===== config.mk =====
export PLATFORM = sky130hd
export DESIGN_NAME = sha3_digest_axis_tx_flat
export DESIGN_NICKNAME = d
export VERILOG_FILES = /design/src/rtl/sha3_axi_pkg.sv /design/src/rtl/sha3_digest_axis_tx_if.sv /design/src/rtl/sha3_digest_word_mux.sv /design/src/rtl/sha3_digest_axis_tx.sv /design/src/flat_wrapper.sv
export SDC_FILE = /design/constraint.sdc
export NUM_CORES = 1
export LEC_CHECK = 0
export CORE_AREA = 2 2 646 648
export DETAILED_ROUTE_END_ITERATION = 10
export DIE_AREA = 0 0 648 650
export GPL_TIMING_DRIVEN = 0
export SLEW_MARGIN = 20
export SYNTH_ARGS = -nofsm -noshare
export SYNTH_HDL_FRONTEND = slang
export SYNTH_SLANG_ARGS = --single-unit
export TNS_END_PERCENT = 100

===== constraint.sdc =====
create_clock -name ACLK -period 4.66 [get_ports ACLK]
set_clock_uncertainty 0.15 [all_clocks]
set_input_delay 0.466 -clock ACLK [delete_from_list [all_inputs] [get_ports ACLK]]
set_output_delay 0.466 -clock ACLK [all_outputs]
set_load 0.1 [all_outputs]

===== src/rtl/sha3_axi_pkg.sv =====
// Shared types and digest-size helpers for the SHA3 AXI-Stream datapath.
package sha3_axi_pkg;

    localparam int unsigned WORD_CNT_W = 6;
    localparam int unsigned NB_W       = 7;

    typedef enum logic [1:0] {
        SHA3_224 = 2'd0,
        SHA3_256 = 2'd1,
        SHA3_384 = 2'd2,
        SHA3_512 = 2'd3
    } sha3_mode_t;

    typedef logic [4:0][4:0][63:0] keccak_state_t;

    typedef enum logic [1:0] {
        IDLE = 2'd0,
        SEND = 2'd1,
        DONE = 2'd2
    } tx_state_t;

    function automatic logic [NB_W-1:0] digest_bytes(input sha3_mode_t mode);
        case (mode)
            SHA3_224: return 7'd28;
            SHA3_256: return 7'd32;
            SHA3_384: return 7'd48;
            default:  return 7'd64;
        endcase
    endfunction

    // Beats needed for the digest at bpw bytes per beat (ceiling division).
    function automatic logic [NB_W-1:0] digest_words(input sha3_mode_t mode, input int unsigned bpw);
        return NB_W'((32'(digest_bytes(mode)) + bpw - 32'd1) / bpw);
    endfunction

endpackage


===== src/rtl/sha3_digest_axis_tx_if.sv =====
// AXI-Stream bundle carrying the serialized digest.
interface sha3_digest_axis_tx_if #(
    parameter int unsigned DATA_WIDTH = 16,
    parameter int unsigned ID_WIDTH   = 8,
    parameter int unsigned DEST_WIDTH = 8
);
    localparam int unsigned KEEP_WIDTH = DATA_WIDTH / 8;

    logic                  TREADY;
    logic                  TVALID;
    logic [DATA_WIDTH-1:0] TDATA;
    logic [KEEP_WIDTH-1:0] TKEEP;
    logic [KEEP_WIDTH-1:0] TSTRB;
    logic                  TLAST;
    logic [ID_WIDTH-1:0]   TID;
    logic [DEST_WIDTH-1:0] TDEST;
    logic [1:0]            TUSER;

    modport master (
        input  TREADY,
        output TVALID, TDATA, TKEEP, TSTRB, TLAST, TID, TDEST, TUSER
    );

    modport slave (
        output TREADY,
        input  TVALID, TDATA, TKEEP, TSTRB, TLAST, TID, TDEST, TUSER
    );
endinterface


===== src/rtl/sha3_digest_word_mux.sv =====
// Combinational selection of one digest beat (bytes, keep mask, last flag) from a Keccak state.
module sha3_digest_word_mux
    import sha3_axi_pkg::*;
#(
    parameter int unsigned DATA_WIDTH = 16
) (
    input  keccak_state_t           state,
    input  logic [WORD_CNT_W-1:0]   word_cnt,
    input  sha3_mode_t              mode,
    output logic [DATA_WIDTH-1:0]   data_c,
    output logic [DATA_WIDTH/8-1:0] keep_c,
    output logic                    last_c
);
    localparam int unsigned BPW = DATA_WIDTH / 8;

    logic [511:0]    digest_flat;
    logic [NB_W-1:0] nb_c;
    logic [NB_W-1:0] nw_c;
    logic [9:0]      byte_idx;

    // Only lanes 0..7 ever hold digest bytes; the rest of the state is deliberately ignored.
    logic unused_lanes;
    assign unused_lanes = ^{state[4], state[3], state[2], state[1][4], state[1][3]};

    assign digest_flat = {state[1][2], state[1][1], state[1][0],
                          state[0][4], state[0][3], state[0][2], state[0][1], state[0][0]};

    always_comb begin
        nb_c     = digest_bytes(mode);
        nw_c     = digest_words(mode, BPW);
        data_c   = '0;
        keep_c   = '0;
        byte_idx = '0;
        for (int j = 0; j < int'(BPW); j++) begin
            byte_idx = 10'(word_cnt) * 10'(BPW) + 10'(j);
            if (byte_idx < {3'b000, nb_c}) begin
                keep_c[j]         = 1'b1;
                data_c[8*j +: 8]  = digest_flat[{byte_idx[5:0], 3'b000} +: 8];
            end
        end
        last_c = ({1'b0, word_cnt} == (nw_c - 7'd1));
    end

endmodule


===== src/rtl/sha3_digest_axis_tx.sv =====
// Captures the final Keccak state and streams the mode-selected digest out as AXI-Stream beats.
module sha3_digest_axis_tx
    import sha3_axi_pkg::*;
#(
    parameter int unsigned DATA_WIDTH = 16,
    parameter int unsigned ID_WIDTH   = 8,
    parameter int unsigned DEST_WIDTH = 8
) (
    input  logic                  ACLK,
    input  logic                  ARESETn,
    input  keccak_state_t         state_i,
    input  logic                  state_valid_i,
    output logic                  state_ready_o,
    input  logic [1:0]            mode_i,
    input  logic [ID_WIDTH-1:0]   id_i,
    input  logic [DEST_WIDTH-1:0] dest_i,
    sha3_digest_axis_tx_if.master axis,
    output logic                  busy_o,
    output logic                  done_o
);
    localparam int unsigned KEEP_WIDTH = DATA_WIDTH / 8;

    if (!(DATA_WIDTH == 8 || DATA_WIDTH == 16 || DATA_WIDTH == 32 || DATA_WIDTH == 64)) begin : g_bad_width
        $error("sha3_digest_axis_tx: DATA_WIDTH must be 8, 16, 32 or 64");
    end

    tx_state_t             state_q, state_d;
    logic [WORD_CNT_W-1:0] word_cnt_q, word_cnt_d;
    keccak_state_t         cap_state_q;
    sha3_mode_t            cap_mode_q;

    logic                  capture_c, load_c, clear_c, xfer_c;
    keccak_state_t         mux_state_c;
    sha3_mode_t            mux_mode_c;
    logic [WORD_CNT_W-1:0] mux_cnt_c;
    logic [DATA_WIDTH-1:0] mux_data_c;
    logic [KEEP_WIDTH-1:0] mux_keep_c;
    logic                  mux_last_c;

    assign xfer_c = axis.TVALID && axis.TREADY;

    // In IDLE the mux looks at the live inputs so beat 0 is ready on the capture edge.
    always_comb begin
        mux_state_c = (state_q == IDLE) ? state_i : cap_state_q;
        mux_mode_c  = (state_q == IDLE) ? sha3_mode_t'(mode_i) : cap_mode_q;
        mux_cnt_c   = (state_q == IDLE) ? '0 : word_cnt_q + 6'd1;
    end

    sha3_digest_word_mux #(.DATA_WIDTH(DATA_WIDTH)) u_word_mux (
        .state    (mux_state_c),
        .word_cnt (mux_cnt_c),
        .mode     (mux_mode_c),
        .data_c   (mux_data_c),
        .keep_c   (mux_keep_c),
        .last_c   (mux_last_c)
    );

    // Next-state and datapath control.
    always_comb begin
        state_d    = state_q;
        word_cnt_d = word_cnt_q;
        capture_c  = 1'b0;
        load_c     = 1'b0;
        clear_c    = 1'b0;
        case (state_q)
            IDLE: begin
                if (state_valid_i) begin
                    capture_c  = 1'b1;
                    load_c     = 1'b1;
                    word_cnt_d = '0;
                    state_d    = SEND;
                end
            end
            SEND: begin
                if (xfer_c) begin
                    if (axis.TLAST) begin
                        clear_c    = 1'b1;
                        word_cnt_d = '0;
                        state_d    = DONE;
                    end else begin
                        load_c     = 1'b1;
                        word_cnt_d = word_cnt_q + 6'd1;
                    end
                end
            end
            DONE:    state_d = IDLE;
            default: state_d = IDLE;
        endcase
    end

    // State register and state-decoded handshake/status outputs.
    always_ff @(posedge ACLK) begin
        if (!ARESETn) begin
            state_q       <= IDLE;
            word_cnt_q    <= '0;
            state_ready_o <= 1'b1;
            busy_o        <= 1'b0;
            done_o        <= 1'b0;
            axis.TVALID   <= 1'b0;
        end else begin
            state_q       <= state_d;
            word_cnt_q    <= word_cnt_d;
            state_ready_o <= (state_d == IDLE);
            busy_o        <= (state_d == SEND);
            done_o        <= (state_d == DONE);
            axis.TVALID   <= (state_d == SEND);
        end
    end

    // Capture register and beat payload; payload only moves on capture or handshake.
    always_ff @(posedge ACLK) begin
        if (!ARESETn) begin
            cap_state_q <= '0;
            cap_mode_q  <= SHA3_224;
            axis.TDATA  <= '0;
            axis.TKEEP  <= '0;
            axis.TSTRB  <= '0;
            axis.TLAST  <= 1'b0;
            axis.TID    <= '0;
            axis.TDEST  <= '0;
            axis.TUSER  <= '0;
        end else begin
            if (capture_c) begin
                cap_state_q <= state_i;
                cap_mode_q  <= sha3_mode_t'(mode_i);
                axis.TID    <= id_i;
                axis.TDEST  <= dest_i;
                axis.TUSER  <= mode_i;
            end
            if (load_c) begin
                axis.TDATA <= mux_data_c;
                axis.TKEEP <= mux_keep_c;
                axis.TSTRB <= mux_keep_c;
                axis.TLAST <= mux_last_c;
            end else if (clear_c) begin
                axis.TDATA <= '0;
                axis.TKEEP <= '0;
                axis.TSTRB <= '0;
                axis.TLAST <= 1'b0;
            end
        end
    end

endmodule

===== src/flat_wrapper.sv =====
// flat-port wrapper written by rule: the top's interface ports become plain ports
module sha3_digest_axis_tx_flat import sha3_axi_pkg::*;
#(
    parameter int unsigned DATA_WIDTH = 16,
    parameter int unsigned ID_WIDTH   = 8,
    parameter int unsigned DEST_WIDTH = 8
)
  (ACLK, ARESETn, state_i, state_valid_i, state_ready_o, mode_i, id_i, dest_i, busy_o, done_o, axis_TREADY, axis_TVALID, axis_TDATA, axis_TKEEP, axis_TSTRB, axis_TLAST, axis_TID, axis_TDEST, axis_TUSER);
  sha3_digest_axis_tx_if #(.DATA_WIDTH(DATA_WIDTH), .ID_WIDTH(ID_WIDTH), .DEST_WIDTH(DEST_WIDTH)) axis_i ();
  input  logic ACLK;
  input  logic ARESETn;
  input  keccak_state_t state_i;
  input  logic state_valid_i;
  output logic state_ready_o;
  input  logic [1:0] mode_i;
  input  logic [ID_WIDTH-1:0] id_i;
  input  logic [DEST_WIDTH-1:0] dest_i;
  output logic busy_o;
  output logic done_o;
  input wire logic [$bits(axis_i.TREADY)-1:0] axis_TREADY;
  output wire logic [$bits(axis_i.TVALID)-1:0] axis_TVALID;
  output wire logic [$bits(axis_i.TDATA)-1:0] axis_TDATA;
  output wire logic [$bits(axis_i.TKEEP)-1:0] axis_TKEEP;
  output wire logic [$bits(axis_i.TSTRB)-1:0] axis_TSTRB;
  output wire logic [$bits(axis_i.TLAST)-1:0] axis_TLAST;
  output wire logic [$bits(axis_i.TID)-1:0] axis_TID;
  output wire logic [$bits(axis_i.TDEST)-1:0] axis_TDEST;
  output wire logic [$bits(axis_i.TUSER)-1:0] axis_TUSER;
  assign axis_i.TREADY = axis_TREADY;
  assign axis_TVALID = axis_i.TVALID;
  assign axis_TDATA = axis_i.TDATA;
  assign axis_TKEEP = axis_i.TKEEP;
  assign axis_TSTRB = axis_i.TSTRB;
  assign axis_TLAST = axis_i.TLAST;
  assign axis_TID = axis_i.TID;
  assign axis_TDEST = axis_i.TDEST;
  assign axis_TUSER = axis_i.TUSER;
  sha3_digest_axis_tx #(.DATA_WIDTH(DATA_WIDTH), .ID_WIDTH(ID_WIDTH), .DEST_WIDTH(DEST_WIDTH)) u_core (.ACLK(ACLK), .ARESETn(ARESETn), .state_i(state_i), .state_valid_i(state_valid_i), .state_ready_o(state_ready_o), .mode_i(mode_i), .id_i(id_i), .dest_i(dest_i), .axis(axis_i), .busy_o(busy_o), .done_o(done_o));
endmodule

Word level (Yosys, flattened, before mapping) --
Cells that the tools add are included.
Word-level totals: output and inout bits 43, register bits 560, word-level logic and storage cells 73
Operators by class: multiplexer cells 30, reduce and logical (&&, ||, !) cells 7, add/sub/neg operators 5, equal/unequal tests 8, order comparisons 2, shifts and indexed selects 2
Operators with widths (count):
- indexed part select 512 x 10 -> 8 bit | 2
- two-way mux 512 bit | 1
- two-way mux 16 bit | 2
- two-way mux 6 bit | 4
- case mux 7 bit (3 select lines) | 1
- two-way mux 8 bit | 2
- two-way mux 2 bit | 6
- case mux 6 bit (2 select lines) | 1
- two-way mux 1 bit | 11
- adder 7 x 1 -> 8 bit, second input constant | 1
- adder 7 x 2 -> 8 bit, second input constant | 1
- < comparator 8 x 7 -> 1 bit | 1
- subtractor 8 x 1 -> 8 bit, second input constant | 1
- == test 6 x 7 -> 1 bit | 1
- < comparator 7 bit | 1
- subtractor 7 x 1 -> 7 bit, second input constant | 1
- adder 6 x 1 -> 6 bit, second input constant | 1
- == test 2 x 1 -> 1 bit, second input constant | 3
- logical NOT 2 bit | 3
- == test 2 bit, second input constant | 2
- case mux 2 bit (2 select lines) | 1
- nonzero test 2 bit | 2
- AND reduction 3 bit | 1
- != test 2 x 1 -> 1 bit, second input constant | 1
- other kinds (3) | 3

Depth between registers and ports, before layout --
depth in word-level cells 9, gate-level depth with buffers 17, gate-level depth less buffers 13

Modules after synthesis --
Synthesis repeated with hierarchy kept, for this count alone.
Second synthesis, totals: cells, all modules 12621, area, all modules 81304.2 um2
By module, submodules not included:
- sha3_digest_axis_tx | times used 1, cells an instance 12283, area each 76918.8 um2
- sha3_digest_word_mux | times used 1, cells an instance 338, area each 4385.5 um2

Least setup slack after synthesis --
OpenSTA, ideal clock, no wires.
path type flip-flop to flip-flop, start point reg u_core.state_q[1], end point reg u_core.axis.TDATA[10], setup slack 1.306 ns, required time 4.448 ns, buffers on the path 4, setup time 0.062 ns, arrival 3.142 ns, cell stages (with the launch flop) 18, path through dfxtp_1 -> buf_2 -> nor2_1 -> buf_2 -> buf_1 -> nand2_1 -> nand2_1 -> inv_1 -> ha_1 -> inv_1 -> ha_1 -> nor2b_1 -> o2111ai_1 -> o2111ai_1 -> clkbuf_1 -> nor3_2 -> a32oi_1 -> nand2_1
Between the ends: longest elaborated chain between the ends 7, elaborated cells between the ends (all ways) 17, those cells by class 1 x add/sub; 1 x order compare; 3 x eq/ne; 1 x shift; 8 x mux; 3 x reduce/logical
Ends and longest elaborated chain:
- from (decl) | RTL line sha3_digest_axis_tx.sv:27 | tx_state_t state_q, state_d;
- from (signal assigned) | RTL line sha3_digest_axis_tx.sv:101 | state_q <= state_d;
- parallel branches: the longest is 7 deep, another holds adder 7 x 1 -> 8 bit
- to (signal assigned) | RTL line sha3_digest_axis_tx.sv:131 | axis.TDATA <= mux_data_c;
- to (decl) | RTL line sha3_digest_axis_tx_if.sv:21 | output TVALID, TDATA, TKEEP, TSTRB, TLAST, TID, TDEST, TUSER
Parallel ways; which one is timed is not known. A chain may end at the register's enable or synchronous reset.

Final worst setup path --
start point reg u_core.word_cnt_q[0], end point reg u_core.axis.TDATA[8]
Between the ends: longest elaborated chain between the ends 6, elaborated cells between the ends (all ways) 7, those cells by class 2 x add/sub; 1 x order compare; 1 x shift; 3 x mux
Ends and longest elaborated chain:
- from (decl) | RTL line sha3_digest_axis_tx.sv:28 | logic [WORD_CNT_W-1:0] word_cnt_q, word_cnt_d;
- from (signal assigned) | RTL line sha3_digest_axis_tx.sv:102 | word_cnt_q <= word_cnt_d;
- adder 6 x 1 -> 6 bit (*) | RTL line sha3_digest_axis_tx.sv:46 | mux_cnt_c = (state_q == IDLE) ? '0 : word_cnt_q + 6'd1;
- two-way mux 6 bit (*) | RTL line sha3_digest_axis_tx.sv:46
- adder 7 x 1 -> 8 bit (*) | RTL line sha3_digest_word_mux.sv:35 | byte_idx = 10'(word_cnt) * 10'(BPW) + 10'(j);
- indexed part select 512 x 10 -> 8 bit or < comparator 8 x 7 -> 1 bit (tied branches) | RTL line sha3_digest_word_mux.sv:38, sha3_digest_word_mux.sv:36
- two-way mux 8 bit (*) | RTL line sha3_digest_word_mux.sv:36 | if (byte_idx < {3'b000, nb_c}) begin
- two-way mux 16 bit (*) | RTL line sha3_digest_axis_tx.sv:130 | if (load_c) begin
Every way passes the cells marked *; elsewhere a longest branch is shown, timed or not.

==> impl_metrics.csv <==
group,metric,value,unit
critical_path,rr_startpoint,"u_core.word_cnt_q[0]",
critical_path,cp_slowest_cell,"xor2_4",
yosys,synth_flop_cell,"dfxtp_1",
global_routing,grt_pass1_vias,23820,
yosys,async_flop_share,0,%
sta,setup_viol,0,
critical_path,critPathRequiredTime,5.20,ns
yosys,netlist_area,23790,µm²
floorplan,start_util,5.735,%
critical_path,r2r.worst_path.cells,13,
power_and_ir_drop,ir_drop,0.2670,mV
power_and_ir_drop,p_sw_share,29.77,%
detailed_routing,vias,24480,
critical_path,crit_family,"compound AO/OA/AOI/OAI gates",
detailed_routing,drcViolationCount,0,
power_and_ir_drop,powerDensity,342.5,nW/µm²
detailed_routing,drt_iter0_markers,1764,
critical_path,cpPeakStageDelay,0.63,ns
sta,period_minus_slack,4.544,ns
final_layout,layout-drive-gt1-share,9.712,%
placement,gp_congestion,0.8804,
detailed_routing,wire_per_inst,22.29,µm
floorplan,die_w,648,µm
power_and_ir_drop,p_int,9.403,mW
floorplan,coreArea,414900,µm²
clock_tree,clockBufferDepth,4,
min_path,hold_path.startpoint,"state_i[285]",
yosys,synth_most_common_cell,"nand2_1",
critical_path,arrival,5.09,ns
global_routing,grt_pass1_wl,250000,µm
clock_tree,clkSlewWorstSetupHoldPaths,0.06,ns
global_routing,grt_start_max_net_pins,20,
clock_tree,root_buffer,"clkbuf_16",
power_and_ir_drop,p_leak,12.10,nW
power_and_ir_drop,p_clk_share,44.9,%
sta,hold_viol,0,
floorplan,die_y,650,µm
yosys,synth_top_area_share,47.12,%
detailed_routing,drt-total-wl,203300,µm
yosys,synth-edff-count,0,
placement,portBuffers,576,
yosys,yosys-top-cells-count,"nand2_1 (1117), a21oi_1 (564), dfxtp_1 (560)",
min_path,min_to,"u_core.cap_state_q[285]",
yosys,yosys.area.top_type,"dfxtp_1",
power_and_ir_drop,p_sw,3.985,mW
yosys,yosysSeqAreaShare,47.12,%
floorplan,fp-row-count,237,
final_layout,fin_util,9.422,%
yosys,synth_area_leaders,"dfxtp_1 (47%), nand2_1 (18%), a21oi_1 (12%), mux4_2 (10%), mux2i_1 (2.7%)",
yosys,ys_ff_latch,560,
sta,max_slew_margin,23.73,%
clock_tree,cts_max_level,3,
flow_run,cap_violations,0,
clock_tree,holdBufCountCts,0,
yosys,syn_area_per_cell,8.301,µm²
sta,worst_pin_slew,1.141,ns
sta,period_share,97.51,%
global_routing,antenna_found_initial,211,
critical_path,crit_type,"register to register",
sta,drv_slew,0,
outcome,outcome,"completed",
placement,hpwl,176500,µm
critical_path,worst-r2r-setup-slack,0.12,ns
final_layout,finalNonFillerCells,9121,
sta,fmax,220.1,MHz
critical_path,crit_path_start_kind,"register",
yosys,synth_nets,4497,
final_layout,syn_to_final_growth,64.29,%
final_layout,fin_nets,5152,
power_and_ir_drop,seqPwrFrac,39.2,%
sta,rsz0062_at_grt,"false",
min_path,min-delay-path-class,"primary input to register",
floorplan,fp.dieArea,421200,µm²
yosys,synthCells,2866,
critical_path,r2r_end,"u_core.axis.TDATA[8]",
clock_tree,clock_latency,0.81,ns
clock_tree,cts_buffers,76,
clock_tree,numClockSinks,560,
global_routing,grt.total_usage,9.336,%
global_routing,globalRouteOverflowTotal,0,
min_path,whs_path_depth,3,
power_and_ir_drop,p_comb_share,15.9,%
detailed_routing,antenna_left,0,
yosys,synth_cell_types,55,
placement,dp_cells,8942,
detailed_routing,routed_via_density,2.684,
clock_tree,tritoncts,"built",
critical_path,crit_buf_inv,3,
yosys,yosys_warnings,0,
critical_path,path_cells,"ha_1, xor2_4, nand2_4, inv_4, buf_6, ha_1, nor2b_1, o2111ai_1, o2111ai_1, clkbuf_2, a31oi_1, o211ai_1, a21oi_1",
detailed_routing,dr.pass1.iters,6,
critical_path,cp_max_fo,10,
floorplan,ios,1665,
critical_path,startpoint,"u_core.word_cnt_q[0]",
critical_path,end_kind,"register",
## state kept, by name, indices dropped and copies added (netlist names), 2 cells and up
name and flops:
u_core.axis.TDATA 16, u_core.cap_state_q 512, u_core.word_cnt_q 6, u_core.axis.TKEEP 2
u_core.state_q 2, u_core.axis.TID 8, u_core.axis.TDEST 8, u_core.cap_mode_q 2
## timing repair
action / in CTS / in global routing
setup endpoints to repair: 18 / 1
resized for setup: 4 / 3
hold endpoints to repair: 0 / 0
setup buffers: 0 / 0
## layout by cell type (no fill, tap or decap), types with 32 or more instances in the layout
master	n
a21oi_1	564
buf_2	56
clkbuf_1	171
clkbuf_16	77
clkdlybuf4s50_1	561
dfxtp_1	560
diode_2	51
mux2i_1	59
mux4_2	107
nand2_1	1117
o21ai_0	32
o22ai_1	33
## final cells by class
| class | instances | area, µm² |
|---|---|---|
| fill | 48220 | 375800 |
| multi-input combinational | 2058 | 11540 |
| sequential | 560 | 11210 |
| tap | 5497 | 6878 |
| timing repair buffer | 579 | 5746 |
| clock buffer | 102 | 2121 |
| buffer | 236 | 1081 |
| clock inverter | 28 | 344.1 |
| antenna | 51 | 127.6 |
| inverter | 10 | 40.04 |
## stage by stage
step           hold WS, ns  setup TNS, ns  instance area, µm²  setup slack, ns  total power [mW]
2_1_floorplan       0.2831              0               23790            1.306             6.182
4_1_cts            0.01594              0               38950          0.04188             13.54
3_3_place_gp        0.2887        -126.82               36430           -1.074             7.484
3_5_place_dp        0.2933         -10.15               36490          -0.9045             7.506
6_report           0.05489              0               39090           0.1160             13.39
5_1_grt            0.04670              0               39030          0.02197             13.83
## worst min-delay path: stages
cell and delay, ns:
clkdlybuf4s50_1 0.40, nand2_1 0.05, a21oi_1 0.05
## power by group through the flow
stage                     sequential, mW  combinational [mW]  clock, mW
after floorplan                     5.41               0.771          0
after global placement              5.34                2.15          0
after detailed placement            5.35                2.16          0
after CTS                           5.24                2.16       6.13
after global routing                5.27                2.26       6.30
final                               5.24                2.13       6.02
## kinds of logic (layout without fill, tap and decap cells)
kind of cell / count (synthesis) / count (layout) / share of synthesized area [%]
xor+xnor: 5 / 5 / 0.2946
buf+inv: 248 / 955 / 4.670
mux: 173 / 173 / 12.96
compound gates: 689 / 689 / 15.41
simple gates: 1182 / 1182 / 19.07
other cells: 0 / 51 / 0
fa+ha+maj: 9 / 9 / 0.4733
flops: 560 / 560 / 47.12
## how the worst max path moves through the flow
stage / to / slack, ns / depth (start not counted)
after global placement: u_core.cap_state_q[445] / -1.07 / 7
after global routing: u_core.axis.TDATA[8] / 0.02 / 13
after floorplan: u_core.axis.TDATA[10] / 1.31 / 17
final: u_core.axis.TDATA[8] / 0.12 / 13
after detailed placement: u_core.axis.TDATA[5] / -0.90 / 17
after CTS: u_core.axis.TDATA[8] / 0.04 / 14
## metal layers
layer / GRT usage, % / wire (µm) / vias up
li1: - / - / 11070
met4: 5.179 / 13440 / 74
met5: 0 / 467 / -
met3: 3.090 / 17210 / 439
met2: 15.49 / 94270 / 1278
met1: 10.47 / 77900 / 11620
No activity file was read; power rests on OpenSTA's default activity.
